`config.mk`:
```
export PLATFORM = sky130hd
export DESIGN_NAME = systolic_array_ctrl
export DESIGN_NICKNAME = d
export VERILOG_FILES = /design/src/rtl/systolic_pkg.sv /design/src/rtl/skew_delay_line.sv /design/src/rtl/systolic_array_ctrl.sv
export SDC_FILE = /design/constraint.sdc
export NUM_CORES = 1
export LEC_CHECK = 0
export BUFFER_PORTS_ARGS = -buffer_cell sky130_fd_sc_hd__buf_2
export CAP_MARGIN = 20
export CORE_MARGIN = 3
export CORE_UTILIZATION = 45
export DETAILED_ROUTE_END_ITERATION = 10
export PLACE_DENSITY = 0.79
export SLEW_MARGIN = 20
export SYNTH_ARGS = -nofsm -noshare
export SYNTH_HDL_FRONTEND = slang
export SYNTH_HIERARCHICAL = 1
export SYNTH_SLANG_ARGS = --single-unit
```
`constraint.sdc`:
```
create_clock -name clk -period 2.1 [get_ports clk]
set_clock_uncertainty 0.05 [all_clocks]
set_input_delay 0.21 -clock clk [delete_from_list [all_inputs] [get_ports clk]]
set_output_delay 0.21 -clock clk [all_outputs]
set_load 0.01 [all_outputs]
```
`src/rtl/systolic_pkg.sv`:
```
// Shared types and sizes for the systolic array job sequencer.
package systolic_pkg;

  localparam int N   = 4;
  localparam int DW  = 16;
  localparam int KW  = 8;
  localparam int CW  = 2 * DW + 1;
  localparam int DCW = $clog2(2 * N);

  // The drain counter runs DRAIN_LAST..0, one cycle per step.
  localparam logic [DCW-1:0] DRAIN_LAST = DCW'(2 * N - 1);

  typedef enum logic [2:0] {
    IDLE,
    CLEAR,
    FEED,
    DRAIN,
    DONE
  } state_e;

  function automatic logic [DW-1:0] lane(input logic [N*DW-1:0] bus, input int idx);
    return bus[idx*DW +: DW];
  endfunction

endpackage

```
`src/rtl/skew_delay_line.sv`:
```
// Fixed-depth operand delay line with synchronous clear; one per skewed edge lane.
module skew_delay_line #(
  parameter int DW    = 16,
  parameter int DEPTH = 1
) (
  input  logic          clk,
  input  logic          clr_i,
  input  logic [DW-1:0] din_i,
  output logic [DW-1:0] dout_o
);

  logic [DW-1:0] stage_q [DEPTH];

  always_ff @(posedge clk) begin
    // NOTE: state is updated with <= so every stage samples its neighbour's old value.
    // NOTE: the stages are cleared explicitly; a stale operand would be accumulated as a real product.
    if (clr_i) begin
      for (int s = 0; s < DEPTH; s++) stage_q[s] <= '0;
    end else begin
      stage_q[0] <= din_i;
      for (int s = 1; s < DEPTH; s++) stage_q[s] <= stage_q[s-1];
    end
  end

  assign dout_o = stage_q[DEPTH-1];

endmodule

```
`src/rtl/systolic_array_ctrl.sv`:
```
// Job sequencer for an NxN output-stationary systolic array: reads operands,
// skews them onto the west/north edges and drives the shared PE enable/clear.
module systolic_array_ctrl
  import systolic_pkg::*;
(
  input  logic            clk,
  input  logic            rst,
  input  logic            start,
  input  logic [KW-1:0]   k_len,
  output logic            busy,
  output logic            done,
  output logic            rd_en,
  output logic [KW-1:0]   rd_k,
  input  logic [N*DW-1:0] a_col,
  input  logic [N*DW-1:0] b_row,
  output logic [N*DW-1:0] a_feed,
  output logic [N*DW-1:0] b_feed,
  output logic            arr_en,
  output logic            arr_rst
);

  state_e         state_q, state_d;
  logic [KW-1:0]  klen_q, klen_d;
  logic [KW-1:0]  k_q, k_d;
  logic [DCW-1:0] drain_q, drain_d;
  logic           vld_q;

  always_ff @(posedge clk) begin
    if (rst) begin
      state_q <= IDLE;
      klen_q  <= '0;
      k_q     <= '0;
      drain_q <= '0;
      vld_q   <= 1'b0;
    end else begin
      state_q <= state_d;
      klen_q  <= klen_d;
      k_q     <= k_d;
      drain_q <= drain_d;
      vld_q   <= rd_en;
    end
  end

  always_comb begin
    // NOTE: every signal written here gets a default first, so no path infers a latch.
    state_d = state_q;
    klen_d  = klen_q;
    k_d     = k_q;
    drain_d = drain_q;
    busy    = 1'b1;
    done    = 1'b0;
    rd_en   = 1'b0;
    arr_en  = 1'b0;
    unique case (state_q)
      IDLE: begin
        busy = 1'b0;
        if (start) begin
          klen_d  = k_len;
          state_d = CLEAR;
        end
      end
      CLEAR: begin
        k_d     = '0;
        drain_d = DRAIN_LAST;
        state_d = (klen_q != '0) ? FEED : DONE;
      end
      FEED: begin
        // The first read's data only reaches PE[0][0] one cycle later.
        rd_en  = 1'b1;
        arr_en = (k_q != '0);
        k_d    = k_q + KW'(1);
        if (k_q == klen_q - KW'(1)) state_d = DRAIN;
      end
      DRAIN: begin
        arr_en  = 1'b1;
        drain_d = drain_q - DCW'(1);
        if (drain_q == '0) state_d = DONE;
      end
      DONE: begin
        done    = 1'b1;
        state_d = IDLE;
      end
      default: state_d = IDLE;
    endcase
  end

  assign rd_k    = (state_q == FEED) ? k_q : '0;
  assign arr_rst = rst | (state_q == CLEAR);

  for (genvar i = 0; i < N; i++) begin : g_lane
    logic [DW-1:0] a_gated, b_gated;

    // Idle-cycle buffer contents must never reach the array as operands.
    assign a_gated = vld_q ? lane(a_col, i) : '0;
    assign b_gated = vld_q ? lane(b_row, i) : '0;

    if (i == 0) begin : g_pass
      assign a_feed[DW-1:0] = a_gated;
      assign b_feed[DW-1:0] = b_gated;
    end else begin : g_skew
      skew_delay_line #(.DW(DW), .DEPTH(i)) u_a_skew (
        .clk    (clk),
        .clr_i  (arr_rst),
        .din_i  (a_gated),
        .dout_o (a_feed[i*DW +: DW])
      );
      skew_delay_line #(.DW(DW), .DEPTH(i)) u_b_skew (
        .clk    (clk),
        .clr_i  (arr_rst),
        .din_i  (b_gated),
        .dout_o (b_feed[i*DW +: DW])
      );
    end
  end

endmodule

```
======== Word-level counts from Yosys, hierarchy flattened ========
Memory sizes are Yosys's and may differ from the RTL's.
Index checks and enable logic that the tools add are counted.
word-level totals
  bits in writable memories ............... 192
  flip-flop bits (word level) ............. 23
  memories ................................ 6
  input port bits ......................... 139
  word-level logic and storage cells ...... 80
operators by class
  eq/ne operators ......................... 8
  bitwise logic cells ..................... 11
  reductions and logical operators ........ 10
  muxes and demuxes ....................... 37
  $add $sub $neg .......................... 3
memory list
  name                               depth  bits a word  read ports  clocked after memory_dff  wr ports  RTL line               source
  g_lane[3].g_skew.u_a_skew.stage_q  3      16           3           0                         3         skew_delay_line.sv:12  logic [DW-1:0] stage_q [DEPTH];
  g_lane[3].g_skew.u_b_skew.stage_q  3      16           3           0                         3         skew_delay_line.sv:12
  g_lane[2].g_skew.u_a_skew.stage_q  2      16           2           0                         2         skew_delay_line.sv:12
  g_lane[2].g_skew.u_b_skew.stage_q  2      16           2           0                         2         skew_delay_line.sv:12
  g_lane[1].g_skew.u_a_skew.stage_q  1      16           1           0                         1         skew_delay_line.sv:12
  g_lane[1].g_skew.u_b_skew.stage_q  1      16           1           0                         1         skew_delay_line.sv:12
operators with widths
  cell                                                  number
  2-to-1 mux 16 bit                                     20
  OR reduction 16 bit                                   2
  case mux 8 bit (2 select lines)                       1
  nonzero test 8 bit                                    2
  2-to-1 mux 3 bit                                      4
  case mux 3 bit (4 select lines)                       1
  bitwise OR 1 bit                                      11
  adder 8 x 1 -> 8 bit (second input constant)          1
  equality test 8 bit                                   1
  2-to-1 mux 1 bit                                      8
  2-to-1 mux 8 bit                                      1
  subtractor 8 x 1 -> 8 bit (second input constant)     1
  equality test 3 x 2 -> 1 bit (second input constant)  2
  logical NOT 3 bit                                     2
  inequality test 2 bit (second input constant)         3
  case mux 3 bit (2 select lines)                       1
  nonzero test 2 bit                                    2
  equality test 3 x 1 -> 1 bit (second input constant)  1
  equality test 3 bit (second input constant)           1
  AND reduction 3 bit                                   1
  subtractor 3 x 1 -> 3 bit (second input constant)     1
  case mux 1 bit (2 select lines)                       1
  AND reduction 2 bit                                   1

======== Logic depth before layout (Yosys ltp) ========
  depth after elaboration ................. 5
  gate-level depth with buffers ........... 7
  depth with buffers taken out ............ 7

======== Hierarchy ========
Netlist, hierarchy kept.
modules (own cells, without submodules)
  module                                            area each (µm²)  cells an instance  instances
  skew_delay_line at g_lane[3].g_skew.u_a_skew ...  1425.1           117                2
  systolic_array_ctrl                               2373.5           346                1
  skew_delay_line at g_lane[2].g_skew.u_a_skew ...  983.4            83                 2
  skew_delay_line at g_lane[1].g_skew.u_a_skew ...  464.2            33                 2

======== Worst setup path after synthesis ========
No wires, ideal clock.
  kind .................................... flip-flop to flip-flop
  start point ............................. register state_q[1]
  end point ............................... memory g_lane[3].g_skew.u_a_skew.stage_q[0][10]
  arrival ................................. 2287 ps
  clock period less this slack ............ 2456 ps
  path buffers ............................ 3
  setup slack ............................. -356 ps
  cell stages (with the launch flop) ...... 6
  required time ........................... 1931 ps
  cell sequence ........................... dfxtp_1 > clkbuf_1 > clkbuf_1 > o21bai_1 > buf_2 > nor2b_1
RTL lines
  element                 RTL line                   source
  from (decl)             systolic_array_ctrl.sv:22  state_e state_q, state_d;
  from (signal assigned)  systolic_array_ctrl.sv:36  state_q <= state_d;
  to (decl)               skew_delay_line.sv:12

======== Worst setup path after layout ========
  start point ............................. register klen_q[0]
  end point ............................... register state_q[0]
between the ends
  word-level cells in the longest chain between the ends .. 4
ends and longest elaborated chain
  element                                 RTL line                   source
  from (decl)                             systolic_array_ctrl.sv:23  logic [KW-1:0] klen_q, klen_d;
  from (signal assigned)                  systolic_array_ctrl.sv:37  klen_q <= klen_d;
  subtractor 8 x 1 -> 8 bit               systolic_array_ctrl.sv:72  if (k_q == klen_q - KW'(1)) state_d = DRAIN;
  equality test 8 bit                     systolic_array_ctrl.sv:72
  inequality test 2 bit (no source line)  -
  AND reduction 3 bit (no source line)    -
No other way between the ends.
A chain may end at the register's enable or synchronous reset.

==> impl_metrics.py <==
metrics = {
    "outcome": {
        "outcome": "completed",
    },
    "placed_design": {
        "place_congestion": 0.8215,
        "dp_hpwl_mm": 11.49,
        "post-place-cells": 1225,
        "pre_cts_ws_ns": 0.04496,
        "placed_cell_area_um2": 9243,
        "port_buffers": 279,
    },
    "global_routing": {
        "grt_max_degree": 69,
        "antenna_found_initial": 0,
        "first_global_vias": 5928,
        "grt_pass1_wl_mm": 29.27,
        "grt_use_total_pct": 17.96,
        "overflow": 0,
    },
    "logic_synthesis": {
        "synthMuxAreaShare_pct": 0.1387,
        "ys_seq_area_share_pct": 53.01,
        "synthCells": 812,
        "ys_seq_elements": 215,
        "async_reset_ff_share_pct": 0,
        "synth-edff-count": 0,
        "syn_nets": 957,
        "synth_fa_ha_area_share_pct": 0.9246,
        "synth_area_um2": 8119,
        "synth_cell_types": 45,
        "synth_top_family_by_area": "simple AND/OR/NAND/NOR gates",
        "synth_flop_cell": "dfxtp_1",
        "postSynthAreaPerCell_um2": 9.999,
        "synth_compound_area_share_pct": 4.330,
        "synth-simple-area-share_pct": 30.37,
        "yosys_warnings": 6,
        "synth-xor-area-share_pct": 1.402,
    },
    "cells_and_area": {
        "layout_common_cells": "279 x buf_2, 211 x dfxtp_1, 171 x nor2b_1",
        "fillers": 1354,
        "final_util_pct": 62.84,
        "area_growth_pct": 35.26,
        "final_common_cell": "buf_2",
        "fin_cells": 1352,
        "n_antenna_cell": 0,
        "drive_above_1_share_pct": 33.45,
        "stdcell_area_um2": 10980,
        "fin_nets": 1256,
    },
    "drt": {
        "first_pass_iters": 4,
        "met2_length_mm": 9.422,
        "drc": 0,
        "route.met3.wl_mm": 1.285,
        "final_antenna_net_count": 0,
        "wl_met1_mm": 7.542,
        "vias": 6093,
        "top_layer": "met4",
        "viasPerCell": 4.507,
        "drt_iter0_markers": 261,
        "finalWirelength_mm": 18.82,
        "avgRoutedWirePerCell_um": 13.92,
    },
    "power": {
        "ir_worst_vdd_v": 0.0007198,
        "p_int_mw": 7.352,
        "power_density_nw_per_um2": 856.8,
        "total_power_mw": 9.410,
        "netSwitchingPower_mw": 2.058,
        "power_frac_clock_pct": 46.4,
        "switching_share_pct": 21.87,
        "seqPwrFrac_pct": 44.6,
        "p_comb_share_pct": 9.0,
        "p_leak_nw": 5.085,
    },
    "die": {
        "dieArea_um2": 19690,
        "io_pins": 280,
        "fp.dieH_um": 140.3,
        "core-area_um2": 17480,
        "die_w_um": 140.3,
        "start_util_pct": 46.46,
        "row_count": 48,
    },
    "timing": {
        "fin_ws_ns": 0.08003,
        "hold_viol": 0,
        "fin_tns_setup_ns": 0,
        "fmax_ghz": 0.4951,
        "slew_headroom_pct": 58.64,
        "min_period_over_period_pct": 96.19,
        "min_period_ns": 2.020,
        "maxSlewViolCount": 0,
        "hold_ws_ns": 0.02054,
        "rsz0062_at_grt": "false",
        "worstMarginPinSlew_ns": 0.6147,
        "setup_viol": 0,
    },
    "cts": {
        "cts_tree": "built",
        "clk_pin_slew_ns": 0.07,
        "clock-sinks": 215,
        "clock_path_buffers": 3,
        "clockRootBuffer": "clkbuf_16",
        "htree_levels": 1,
        "numCtsBuffers": 22,
        "clock_latency_ns": 0.50,
    },
    "worst_setup_path": {
        "crit_arrival_ns": 2.37,
        "crit_fanout": 6,
        "critPathSlowestCell": "or4_1",
        "max_stage_delay_ns": 0.47,
        "endpoint": "state_q[0]",
        "r2r-end": "state_q[0]",
        "critPathLaunch": "klen_q[0]",
        "crit_type": "reg2reg",
        "start_kind": "register",
        "endpoint_kind": "register",
        "critPathRequiredTime_ns": 2.45,
        "r2r_slack_ns": 0.08,
        "path_cells": "buf_4 -> nor2_1 -> nand3b_1 -> xnor2_1 -> or4_1 -> o41ai_1",
        "reg2regPathDepth": 6,
        "timing.rr.start": "klen_q[0]",
    },
    "hold_path": {
        "hold_path_class": "in2reg",
    },
    "run": {
        "maxCapViolCount": 0,
    },
}
-- worst min path at each step --
stage,from,to,cells past startpoint
2_1_floorplan,rst,state_q[1],1
3_3_place_gp,g_lane[3].g_skew.u_a_skew/stage_q[0][15],g_lane[3].g_skew.u_a_skew/stage_q[0][31],1
3_5_place_dp,g_lane[2].g_skew.u_b_skew/stage_q[0][9],g_lane[2].g_skew.u_b_skew/stage_q[0][25],1
4_1_cts,b_row[19],g_lane[1].g_skew.u_b_skew/stage_q[0][3],3
5_1_grt,b_row[53],g_lane[3].g_skew.u_b_skew/stage_q[0][5],3
6_report,b_row[19],g_lane[1].g_skew.u_b_skew/stage_q[0][3],3
-- worst max-delay path: cells and delay by family (launching register included) --
kind / cells / cell delay, ns
buffers and inverters: 1 / 0.15
AO/OA/AOI/OAI: 1 / 0.29
AND/OR/NAND/NOR: 3 / 0.97
flip-flops: 1 / 0.31
XOR/XNOR: 1 / 0.16
-- area by class of cell --
type	instances	area, um2	area share [%]
Sequential cell	215	4312	39.26
Inverter	10	37.54	0.3418
Tap cell	225	281.5	2.564
Clock inverter	13	207.7	1.891
Clock buffer	27	631.9	5.754
Multi-Input combinational cell	474	3042	27.70
Timing Repair Buffer	388	2470	22.49
-- synth_stat cells (6+ instances only) --
master | count | area share (%)
o21ai_0 | 12 | 0.74
ha_1 | 6 | 0.92
clkbuf_1 | 26 | 1.2
dfxtp_1 | 215 | 53
nor2_1 | 15 | 0.69
nor2b_2 | 14 | 1.5
inv_1 | 10 | 0.46
and2b_2 | 12 | 1.3
buf_2 | 7 | 0.43
buf_4 | 71 | 6.6
xnor2_1 | 9 | 0.97
a21oi_1 | 17 | 1.0
nor3_1 | 8 | 0.49
nand2_1 | 26 | 1.2
buf_6 | 8 | 1.1
and2_1 | 135 | 10
nor2b_1 | 171 | 13
-- power groups by stage --
stage	clock network [mW]	logic (mW)	registers [mW]
floorplan	0	0.463	4.26
global placement	0	0.679	4.28
detailed placement	0	0.690	4.29
CTS	4.47	0.821	4.20
global route	4.66	0.934	4.20
finish	4.37	0.848	4.20
-- flip-flops by register name (all words and copies together), names as in the netlist --
| name | cells |
|---|---|
| drain_q | 3 |
| g_lane.g_skew.u_a_skew/stage_q | 96 |
| g_lane.g_skew.u_b_skew/stage_q | 96 |
| k_q | 8 |
| klen_q | 8 |
| state_q | 3 |
| vld_q | 1 |
-- kinds of logic (layout without fill, tap and decap cells) --
| family | Yosys count | after routing |
|---|---|---|
| multiplexers | 1 | 1 |
| flip-flops | 215 | 215 |
| XOR/XNOR | 13 | 13 |
| AND/OR/NAND/NOR | 401 | 401 |
| adder cells (fa/ha/maj) | 6 | 6 |
| buffers and inverters | 123 | 438 |
| AO/OA/AOI/OAI | 53 | 53 |
-- metal layers --
layer  vias to the layer above  GRT usage, %
li1                       3059             -
met1                      2745         21.08
met2                       243         32.28
met3                        46         3.653
met4                         0         6.578
met5                         -             0
-- timing repair --
item                       in CTS  in global routing
cloned                          0                  1
hold buffers                   85                  0
setup endpoints to repair       7                  3
hold endpoints to repair       85                  0
gates resized for setup         3                  3
pin swaps                       0                  1
setup buffers                   0                  1
Power figures use the tool's default switching activity.
